## config.mk

```make
export PLATFORM = sky130hd
export DESIGN_NAME = core_boot_loader
export DESIGN_NICKNAME = d
export VERILOG_FILES = /design/src/rtl/core_boot_loader.sv
export SDC_FILE = /design/constraint.sdc
export NUM_CORES = 1
export LEC_CHECK = 0
export CORE_MARGIN = 2
export CORE_UTILIZATION = 35
export DETAILED_ROUTE_END_ITERATION = 8
export MAX_ROUTING_LAYER = met4
export SKIP_CTS_REPAIR_TIMING = 1
export SYNTH_ARGS = -nofsm -noshare
export SYNTH_HDL_FRONTEND = slang
export SYNTH_SLANG_ARGS = --single-unit
```

## constraint.sdc

```tcl
create_clock -name clk -period 2.9 [get_ports clk]
set_input_delay 0.435 -clock clk [delete_from_list [all_inputs] [get_ports clk]]
set_output_delay 0.435 -clock clk [all_outputs]
set_load 0.01 [all_outputs]
```

## src/rtl/core_boot_loader.sv

```systemverilog
// core_boot_loader: command-driven preload of imem/regfile, then core release; BOOT_CHECKSUM_EN adds an image checksum gate on GO.
module core_boot_loader #(
  parameter int XLEN = 32,
  parameter int IMEM_DEPTH = 1024,
  parameter int NUM_REGS = 32,
  parameter int MAX_BURST = 256,
  localparam int RA_W = $clog2(NUM_REGS),
  localparam int BC_W = $clog2(MAX_BURST + 1)
) (
  input  logic            clk,
  input  logic            rst,
  input  logic            i_cmd_valid,
  input  logic [1:0]      i_cmd_type,
  input  logic [XLEN-1:0] i_cmd_addr,
  input  logic [XLEN-1:0] i_cmd_data,
  output logic            o_cmd_ready,
  output logic            o_imem_we,
  output logic [XLEN-1:0] o_imem_addr,
  output logic [XLEN-1:0] o_imem_wdata,
  output logic            o_reg_we,
  output logic [RA_W-1:0] o_reg_addr,
  output logic [XLEN-1:0] o_reg_wdata,
  output logic            o_setup,
  output logic            o_core_run,
  output logic [XLEN-1:0] o_start_pc,
  output logic            o_err,
  output logic [1:0]      o_err_code
`ifdef BOOT_CHECKSUM_EN
  , output logic [XLEN-1:0] o_checksum
`endif
);
  typedef enum logic [1:0] {LOAD, BURST, RUN, ERR} state_t;
  localparam logic [XLEN-1:0] IMEM_LIM = XLEN'(IMEM_DEPTH * 4);
  state_t r_state, w_next;
  logic [BC_W-1:0] r_rem;
  logic [XLEN-1:0] r_ptr;
  logic [XLEN-1:0] r_imem_addr, r_imem_wdata, r_reg_wdata, r_start_pc;
  logic [RA_W-1:0] r_reg_addr;
  logic            r_imem_we, r_reg_we;
  logic [1:0]      r_err_code;
  logic [1:0]      w_code;
  logic            w_fire, w_addr_ok, w_reg_ok, w_ptr_ok, w_pc_ok;
  logic            w_iwe, w_rwe, w_bstart;
  logic [XLEN-1:0] w_iaddr;
`ifdef BOOT_CHECKSUM_EN
  logic [XLEN-1:0] r_checksum;
  assign o_checksum = r_checksum;
  assign w_pc_ok = i_cmd_data[1:0] == 2'b00 && i_cmd_addr == r_checksum;
`else
  assign w_pc_ok = i_cmd_data[1:0] == 2'b00;
`endif
  assign o_cmd_ready = !rst && (r_state == LOAD || r_state == BURST);
  assign w_fire      = i_cmd_valid && o_cmd_ready;
  assign w_addr_ok   = i_cmd_addr[1:0] == 2'b00 && i_cmd_addr < IMEM_LIM;
  assign w_reg_ok    = i_cmd_addr < XLEN'(NUM_REGS);
  assign w_ptr_ok    = r_ptr < IMEM_LIM;
  always_comb begin
    w_next   = r_state;
    w_code   = 2'b00;
    w_iwe    = 1'b0;
    w_rwe    = 1'b0;
    w_bstart = 1'b0;
    w_iaddr  = r_state == BURST ? r_ptr : i_cmd_addr;
    if (w_fire && r_state == BURST) begin
      w_iwe  = w_ptr_ok;
      w_code = w_ptr_ok ? 2'b00 : 2'b01;
      w_next = !w_ptr_ok ? ERR : r_rem == BC_W'(1) ? LOAD : BURST;
    end else if (w_fire) begin
      case (i_cmd_type)
        2'b00: begin
          w_iwe  = w_addr_ok;
          w_code = w_addr_ok ? 2'b00 : 2'b01;
        end
        2'b01: begin
          w_rwe  = w_reg_ok && i_cmd_addr != '0;
          w_code = w_reg_ok ? 2'b00 : 2'b10;
        end
        2'b10: begin
          w_code   = w_addr_ok && i_cmd_data <= XLEN'(MAX_BURST) ? 2'b00 : 2'b01;
          w_bstart = w_code == 2'b00 && i_cmd_data != '0;
          w_next   = w_bstart ? BURST : r_state;
        end
        default: begin
          w_code = w_pc_ok ? 2'b00 : 2'b11;
          w_next = w_pc_ok ? RUN : r_state;
        end
      endcase
      w_next = w_code != 2'b00 ? ERR : w_next;
    end
  end
  always_ff @(posedge clk) begin
    if (rst) begin
      r_state      <= LOAD;
      r_rem        <= '0;
      r_ptr        <= '0;
      r_imem_we    <= 1'b0;
      r_imem_addr  <= '0;
      r_imem_wdata <= '0;
      r_reg_we     <= 1'b0;
      r_reg_addr   <= '0;
      r_reg_wdata  <= '0;
      r_start_pc   <= '0;
      r_err_code   <= 2'b00;
`ifdef BOOT_CHECKSUM_EN
      r_checksum   <= '0;
`endif
    end else begin
      r_state   <= w_next;
      r_imem_we <= w_iwe;
      r_reg_we  <= w_rwe;
      if (w_iwe) begin
        r_imem_addr  <= w_iaddr;
        r_imem_wdata <= i_cmd_data;
`ifdef BOOT_CHECKSUM_EN
        r_checksum   <= r_checksum + i_cmd_data;
`endif
      end
      if (w_rwe) begin
        r_reg_addr  <= i_cmd_addr[RA_W-1:0];
        r_reg_wdata <= i_cmd_data;
      end
      if (w_bstart) begin
        r_rem <= i_cmd_data[BC_W-1:0];
        r_ptr <= i_cmd_addr;
      end else if (w_iwe && r_state == BURST) begin
        r_rem <= r_rem - BC_W'(1);
        r_ptr <= r_ptr + XLEN'(4);
      end
      if (w_code != 2'b00) r_err_code <= w_code;
      if (w_next == RUN && r_state == LOAD) r_start_pc <= i_cmd_data;
    end
  end
  assign o_imem_we    = r_imem_we;
  assign o_imem_addr  = r_imem_addr;
  assign o_imem_wdata = r_imem_wdata;
  assign o_reg_we     = r_reg_we;
  assign o_reg_addr   = r_reg_addr;
  assign o_reg_wdata  = r_reg_wdata;
  assign o_setup      = r_state != RUN;
  assign o_core_run   = r_state == RUN;
  assign o_start_pc   = r_start_pc;
  assign o_err        = r_state == ERR;
  assign o_err_code   = r_err_code;
endmodule

```

==> run summary, run 1 <==
Status = complete, no violations
Pin count of the biggest net entering global routing = 51
# DRC = 0
CTS tree = built
Worst hold path depth = 2
WL/cell = 17.1 um
Total Routing Usage GR = 21.0%
Design Power = 5.26 mW
Worst path max stage delay = 0.58 ns
Worst-path maximum fanout = 9
Fraction of met3 tracks used by global routing = 6.11%
Detailed Route WL = 22200 um
Hold WC Path Type = in -> reg
Warnings, synthesis = 0
Period minus WS final = 2.44 ns
CTS Root Cell = clkbuf_16
Actual slew at the worst max-slew pin = 0.591 ns
Post-synth EDFFs = 0
Internal power = 4.05 mW
Worst hold slack = 0.390 ns
RSZ-0062 raised after global routing = no
Clk pwr share = 44.4%
Storage element area = 3600 um^2
Cell Pwr Density = 506 nW/um^2
Die X = 147 um
CP Launch Type = input pin
Initial cell density of the core = 35.6%
First-pass GRT wire length = 34800 um
Layout Skew = 0.0119 ns
Async SR Flop Fraction = 0%
CTS Buf Count = 17
Hold Vio Cnt, Final = 0
Clk_lat worst skew = 0.43 ns
Via density = 5.02
GR peak layer = met2
Crit path kind = in -> reg
Core area = 20200 um^2
Met2 Use GR = 32.6%
Fraction of layout cells with a size suffix above 1 = 9.81%
Clk pin slew, worst setup/hold paths = 0.07 ns
Mean Syn Cell Area = 9.08 um^2
Slowest cell on the critical path = or4_1
Multi-input gate area in the final layout = 3350 um^2
Placement row count = 52
Comb pwr share = 7.8%
CP arrival = 2.71 ns
Port bufs = 209
Worst reg-to-reg setup slack = 0.70 ns
Cells on worst reg2reg path = 6
Crit path depth = 6
Commonest non-fill, non-tap cell in the layout = clkdlybuf4s50_1
Detail Route Antenna Nets = 0
LEAKAGE = 3.80 nW
Die Area = 21700 um^2
Critical path, cell by cell = clkdlybuf4s50_1, or4_1, o21a_1, or4_4, o21ai_2, a221oi_1
Routed vias = 6520
Boundary pin count = 210
Maximum VDD drop = 0.409 mV
Vias in the first global route = 6253
Ys flop type = dfxtp_1
Count of different cell masters after synthesis = 56
Sequential power share = 47.8%
Gpl congestion = 0.847
Net Sw Frac = 23.1%
Flops & latches, synth = 180
Initial antenna violation count = 0
Mapped Cells = 792
Synthesis-to-layout area growth = 44.5%
Crit path buffers/inverters = 1
Slew Limit Fails = 0
Antenna Cells = 0
Filler cells = 1876
Clock Tree Buf Depth = 2
Seq/Total Area, Yosys = 50.1%
P_sw = 1.22 mW
CP Data Required Time = 3.17 ns
DRT Pass-1 Iters = 5
Max_cap viols = 0
Setup TNS Final = 0 ns
Final setup viols = 0
Fmax achieved = 410 MHz
Commonest cells after routing, fill and taps aside = clkdlybuf4s50_1, dfxtp_1, nand2_1
Synth Cell Area = 7190 um^2
Slew Limit Headroom = 60.2%
Post-DP HPWL = 16100 um
Total gr overflow = 0
Top delay family on crit path = simple AND/OR/NAND/NOR gates
CTS Sinks = 180
Critical Path End Type = register
Net count, final = 1091
Final Cycle Share = 84.1%
Die extent in y = 147 um
GRT met1 Usage = 26.6%
Mapped Nets = 864
Violation count after the first detailed-route iteration = 389
H-tree depth = 4
synthesized netlist by cell type, types with 3 or more instances:
master / count / area [um^2]
a211oi_1: 4 / 30.0
a21oi_1: 41 / 205
a311oi_1: 3 / 26.3
a31oi_1: 6 / 37.5
and2_1: 22 / 138
and3_1: 40 / 250
buf_2: 9 / 45.0
clkbuf_1: 38 / 143
dfxtp_1: 180 / 3600
ha_1: 3 / 37.5
inv_1: 8 / 30.0
mux2_2: 10 / 113
mux2i_1: 79 / 791
nand2_1: 161 / 604
nand3_1: 12 / 60.1
nand4_1: 11 / 68.8
nor2_1: 50 / 188
nor3_1: 17 / 85.1
nor3b_1: 3 / 22.5
nor4_1: 20 / 125
o211ai_1: 6 / 45.0
o21ai_0: 13 / 65.1
o311ai_0: 4 / 35.0
o31ai_1: 6 / 45.0
o32a_1: 3 / 30.0
or3_1: 3 / 18.8
or4_1: 3 / 22.5
per-stage QoR:
| step | setup slack (ns) | utilization (%) | area (um^2) | instances |
|---|---|---|---|---|
| after floorplan | 0.626 | - | 7190 | 792 |
| after global placement | 0.0763 | 48.5 | 9810 | 1270 |
| after detailed placement | 0.0452 | 48.5 | 9810 | 1270 |
| after CTS | 0.508 | 51.4 | 10400 | 1300 |
| after global routing | 0.389 | 51.4 | 10400 | 1300 |
| final | 0.462 | 51.4 | 10400 | 1300 |
area by class of cell:
type                       instances  area share (%)
inverter                           9           0.349
sequential                       180            34.7
multi-input combinational        553            32.3
clock inverter                    12            1.49
timing repair buffer             258            23.9
clock buffer                      18            4.13
tap                              270            3.25
logic make-up (layout without fill, tap and decap cells):
logic type	Yosys count	in the layout	share of synthesized area [%]
adder cells (fa/ha/maj)	3	3	0.522
flip-flops	180	180	50.1
multiplexers	89	89	12.6
XOR/XNOR	3	3	0.365
AO/OA/AOI/OAI	104	104	9.37
AND/OR/NAND/NOR	354	354	23.7
buffers and inverters	59	297	3.44
state kept, by name (all words and copies together) (netlist names):
signal and flops:
o_reg_wdata 32, o_reg_addr 5, o_imem_we 1, r_ptr 32
o_err_code 2, r_rem 9, o_start_pc 32, r_state 2
o_reg_we 1, o_imem_addr 32, o_imem_wdata 32
power by group through the flow:
| stage | combinational (mW) | clock, mW | sequential (mW) |
|---|---|---|---|
| after floorplan | 0.163 | 0 | 2.57 |
| after global placement | 0.414 | 0 | 2.57 |
| after detailed placement | 0.413 | 0 | 2.57 |
| after CTS | 0.415 | 2.39 | 2.51 |
| after global routing | 0.448 | 2.50 | 2.52 |
| final | 0.412 | 2.34 | 2.51 |
path summary, 6_finish.rpt:
check                                                    end                        from
worst max-delay path                   r_rem[3]$_SDFFE_PP0P_               i_cmd_data[1]
worst min-delay path            o_reg_wdata[24]$_SDFFE_PP0P_                         rst
worst max register to register   o_imem_addr[0]$_SDFFE_PP0P_      r_ptr[14]$_SDFFE_PP0P_
worst min register to register    o_start_pc[8]$_SDFFE_PP0P_  o_start_pc[8]$_SDFFE_PP0P_
layer usage:
| metal | part of all wire (%) | up-vias |
|---|---|---|
| met5 | 0 | - |
| met2 | 46 | 184 |
| met3 | 6.3 | 25 |
| met4 | 1.7 | 0 |
| met1 | 46 | 3077 |
| li1 | - | 3234 |
(Power assumes the default switching activity.)
==> run 2, diff against run 1 <==
- clock period: 2.9 -> 2.5 ns (I/O delays scaled with it)
==> run 2 against run 1 <==
Final cell count rose by 2.1%. Combinational power rose by 21%. Non-clock buffer count rose by 26. Routed wire length rose by 0.62%. Die area did not move. Sequential cell count did not move. Worst setup slack got worse by 0.34 ns. Worst hold slack improved by 0.065 ns. Register-to-register slack got worse by 0.33 ns. Sequential power rose by 16%. Count of clock-buffer cells in the layout fell by 1.
==> run summary, run 2 (same netlist as run 1, synthesis figures left out) <==
Initial antenna violation count = 0
Internal power = 4.93 mW
Util after Layout = 53.0%
Hold Vio Cnt, Final = 0
Total Routing Usage GR = 21.1%
Via density = 4.96
Period minus WS final = 2.38 ns
Clk pin slew, worst setup/hold paths = 0.07 ns
Comb pwr share = 7.8%
Port bufs = 209
Core area = 20200 um^2
Filler cells = 1840
Die extent in y = 147 um
CP arrival = 2.68 ns
Pin count of the biggest net entering global routing = 63
Fraction of layout cells with a size suffix above 1 = 12.2%
Post-DP HPWL = 16200 um
Die Area = 21700 um^2
Initial cell density of the core = 35.6%
Design Power = 6.40 mW
Slew Limit Fails = 0
H-tree depth = 4
Clk_lat worst skew = 0.44 ns
Detailed Route WL = 22400 um
Violation count after the first detailed-route iteration = 396
Critical Path End Type = register
Fmax achieved = 420 MHz
Placement Cell Area = 10100 um^2
CTS Root Cell = clkbuf_16
Crit path kind = in -> reg
CTS Buf Count = 17
Clock Tree Buf Depth = 2
First-pass GRT wire length = 35000 um
Total gr overflow = 0
Actual slew at the worst max-slew pin = 0.627 ns
Net count, final = 1117
Layout Skew = 0.0139 ns
CP Data Required Time = 2.80 ns
Maximum VDD drop = 0.474 mV
Sequential power share = 45.5%
Max_cap viols = 0
Commonest non-fill, non-tap cell in the layout = clkdlybuf4s50_1
LEAKAGE = 3.99 nW
CTS Sinks = 180
Final Cycle Share = 95.2%
Cell Pwr Density = 597 nW/um^2
CP Launch Type = input pin
Net Sw Frac = 23.0%
Detail Route Antenna Nets = 0
Placement row count = 52
Antenna Cells = 0
CTS tree = built
Hold WC Path Type = reg -> reg
Commonest cells after routing, fill and taps aside = clkdlybuf4s50_1, dfxtp_1, nand2_1
# DRC = 0
Boundary pin count = 210
Final setup viols = 0
Post-Layout Inst Area = 10700 um^2
Die X = 147 um
Worst-path maximum fanout = 11
P_sw = 1.47 mW
Status = complete, no violations
Routed vias = 6583
Gpl congestion = 0.862
Clk pwr share = 46.6%
RSZ-0062 raised after global routing = no
Slew Limit Headroom = 57.8%
WL/cell = 16.9 um
Synthesis-to-layout area growth = 49.2%
Vias in the first global route = 6254
DRT Pass-1 Iters = 5
Worst hold slack = 0.455 ns
-- run 2: power groups by stage --
stage | clock [mW] | sequential (mW) | combinational [mW]
6_report | 2.99 | 2.92 | 0.500
5_1_grt | 3.16 | 2.92 | 0.538
4_1_cts | 3.02 | 2.92 | 0.502
3_5_place_dp | 0 | 2.98 | 0.499
3_3_place_gp | 0 | 2.98 | 0.498
2_1_floorplan | 0 | 2.98 | 0.190
-- run 2: area by class of cell --
type	count	area, um^2	share of cell area [%]
clock buffers	17	425	3.96
inverters	9	36.3	0.338
multi-input cells	553	3350	31.2
clock inverters	14	223	2.08
flip-flops and latches	180	3600	33.6
well taps	270	338	3.15
repair buffers	284	2750	25.7
-- run 2: per-layer routing --
layer | global-route usage [%] | routed length, um | up-vias
met5 | - | 0 | -
met4 | 5.53 | 335 | 0
met3 | 6.42 | 1480 | 22
met2 | 32.3 | 10100 | 173
met1 | 27.4 | 10400 | 3087
li1 | - | - | 3301
-- run 2: path summary, 6_finish.rpt --
kind                               start                             to  slack [ns]  cells past startpoint
max                        i_cmd_data[1]          r_rem[3]$_SDFFE_PP0P_        0.12                      6
max reg2reg       r_ptr[14]$_SDFFE_PP0P_  o_imem_wdata[19]$_SDFFE_PP0P_        0.37                      7
min reg2reg  o_start_pc[23]$_SDFFE_PP0P_    o_start_pc[23]$_SDFFE_PP0P_        0.46                      2
min          o_start_pc[23]$_SDFFE_PP0P_    o_start_pc[23]$_SDFFE_PP0P_        0.46                      2
-- run 2: worst max-delay path, cell delays in order --
cell and delay (ns):
clkdlybuf4s50_1 0.45, or4_1 0.60, o21a_1 0.24, or4_4 0.52, o21ai_2 0.35, a221oi_1 0.15
-- run 2: metrics by stage --
stage | setup slack, ns | std cells | TNS [ns]
after floorplan | 0.286 | 792 | 0
after global placement | -0.290 | 1296 | -11.15
after detailed placement | -0.301 | 1296 | -14.48
after CTS | 0.166 | 1327 | 0
after global routing | 0.0382 | 1327 | 0
final | 0.119 | 1327 | 0
==> RTL change, RTL diff (flow settings as in run 1) <==
Add a define of `BOOT_CHECKSUM_EN`.
--- a/src/rtl/core_boot_loader.sv
+++ b/src/rtl/core_boot_loader.sv
@@ -1,3 +1,5 @@
 // core_boot_loader: command-driven preload of imem/regfile, then core release; BOOT_CHECKSUM_EN adds an image checksum gate on GO.
+`define BOOT_CHECKSUM_EN
+
 module core_boot_loader #(
   parameter int XLEN = 32,
Check against the original RTL (old outputs only; new: o_checksum): not equivalent (a bounded check fails within 4 cycles, from zero or initial values and one cycle with rst high).
==> RTL change against run 1 <==
  * Setup slack got worse by 0.46 ns
  * Routed wire length increased by 54%
  * Area after synthesis increased by 34%
  * Sequential cell count increased by 32
  * Synthesized cell count increased by 46%
  * Combinational power increased by 120%
  * Cell area increased by 46%
  * Sequential share of layout area decreased by 6.6 points
  * Highest routed layer unchanged
  * Maximum frequency decreased by 16%
  * Power increased by 30%
==> RTL change: results (changes against run 1) <==
metric,value,unit,change
status,completed,,
crit_start,i_cmd_addr[19],,
cp_slowest_cell,clkdlybuf4s50_1,,
synth.area.top_cells,"dfxtp_1, nand2_1, a21oi_1",,
regArea,4260,µm²,+18%
switching_power,1.70,mW,+40%
clock_area_share,5.01,%,-0.61 points
grtUsageMet2,37.5,%,+4.9 points
preCtsSetupSlack,-0.877,ns,-0.922 ns
htree_levels,1,,-3
max-slew-margin-rel,45.9,%,-14 points
ys_top_cells_by_count,"nand2_1, dfxtp_1, a21oi_1",,
wl_per_cell,17.7,µm,+3.5%
nFlopsAndLatches,212,,+18%
fin_skew,0.0168,ns,+0.00489 ns
design_area,15200,µm²,+46%
grtUsageMet1,29.8,%,+3.2 points
buf_share,27.7,%,+3.9 points
wl_met2,15900,µm,+56%
antenna_found_initial,2,,+2
nClkBuffers,34,,+16
signal_buffers,451,,+75%
grt_pass1_wl,51000,µm,+47%
vias_per_cell,5.13,,+2.4%
syn_avg_cell_area,8.33,µm²,-8.3%
worst-path-max-fanout,5,,-4
drtIter0Drc,805,,+110%
num-fill-cells,2474,,+32%
min_from,i_cmd_addr[9],,
hold_depth,4,,+2
slowest_delay,0.49,ns,-0.09 ns
vdd_ir_drop_max,0.428,mV,+4.7%
clk_latency,0.53,ns,+0.10 ns
multi_input_gates,871,,+58%
synth.distinct_cells,65,,+16%
inv_count,17,,+8
placed_cells,1875,,+48%
yosysSeqAreaShare,43.9,%,-6.1 points
r2r-start,o_checksum[16]$_SDFFE_PP0P_,,
layout.cells.non_filler,1935,,+49%
holdWs,0.347,ns,-0.0437 ns
n_antenna_cell,2,,+2
p_leak,6.09,nW,+60%
port_buffers,241,,+15%
finalWorstSetupSlack,0.00607,ns,-0.456 ns
crit_path_end,o_start_pc[31]$_SDFFE_PP0P_,,
use_met3,4.12,%,-2.0 points
dpl_cell_area,13800,µm²,+40%
cts_buffers,24,,+7
gp_congestion,0.893,,+5.5%
drive_gt1_share,19.4,%,+9.6 points
cp.arrival,3.26,ns,+0.55 ns
grtUsageTotal,23.0,%,+2.0 points
holdPathEnd,r_ptr[9]$_SDFFE_PP0P_,,
grt_max_degree,171,,+240%
layout.nets,1681,,+54%
cts_max_path_buffers,3,,+1
final_core_util,56.1,%,+4.8 points
wl_met3,2280,µm,+62%
-- RTL change: cell count changes after synthesis, sizes merged, moves of 31 or more --
cell | run 1 | this run
dfxtp | 180 | 212
and3 | 40 | 9
xnor2 | 2 | 43
mux2i | 79 | 31
a21oi | 42 | 132
nand2 | 161 | 232
nor2 | 50 | 103
ha | 3 | 34
-- RTL change: power by group through the flow --
stage	sequential, mW	clock, mW	combinational (mW)
after floorplan	3.08	0	0.340
after global placement	3.06	0	0.836
after detailed placement	3.06	0	0.842
after CTS	3.00	2.96	0.847
after global routing	3.01	3.08	0.976
final	3.00	2.91	0.910
-- RTL change: cells by family after synthesis --
group | after synthesis | synth area share [%]
AND/OR/NAND/NOR | 499 | 23.9
AO/OA/AOI/OAI | 251 | 15.9
flip-flops | 212 | 43.9
buffers and inverters | 76 | 3.50
XOR/XNOR | 54 | 4.90
adder cells (fa/ha/maj) | 35 | 4.61
multiplexers | 32 | 3.33
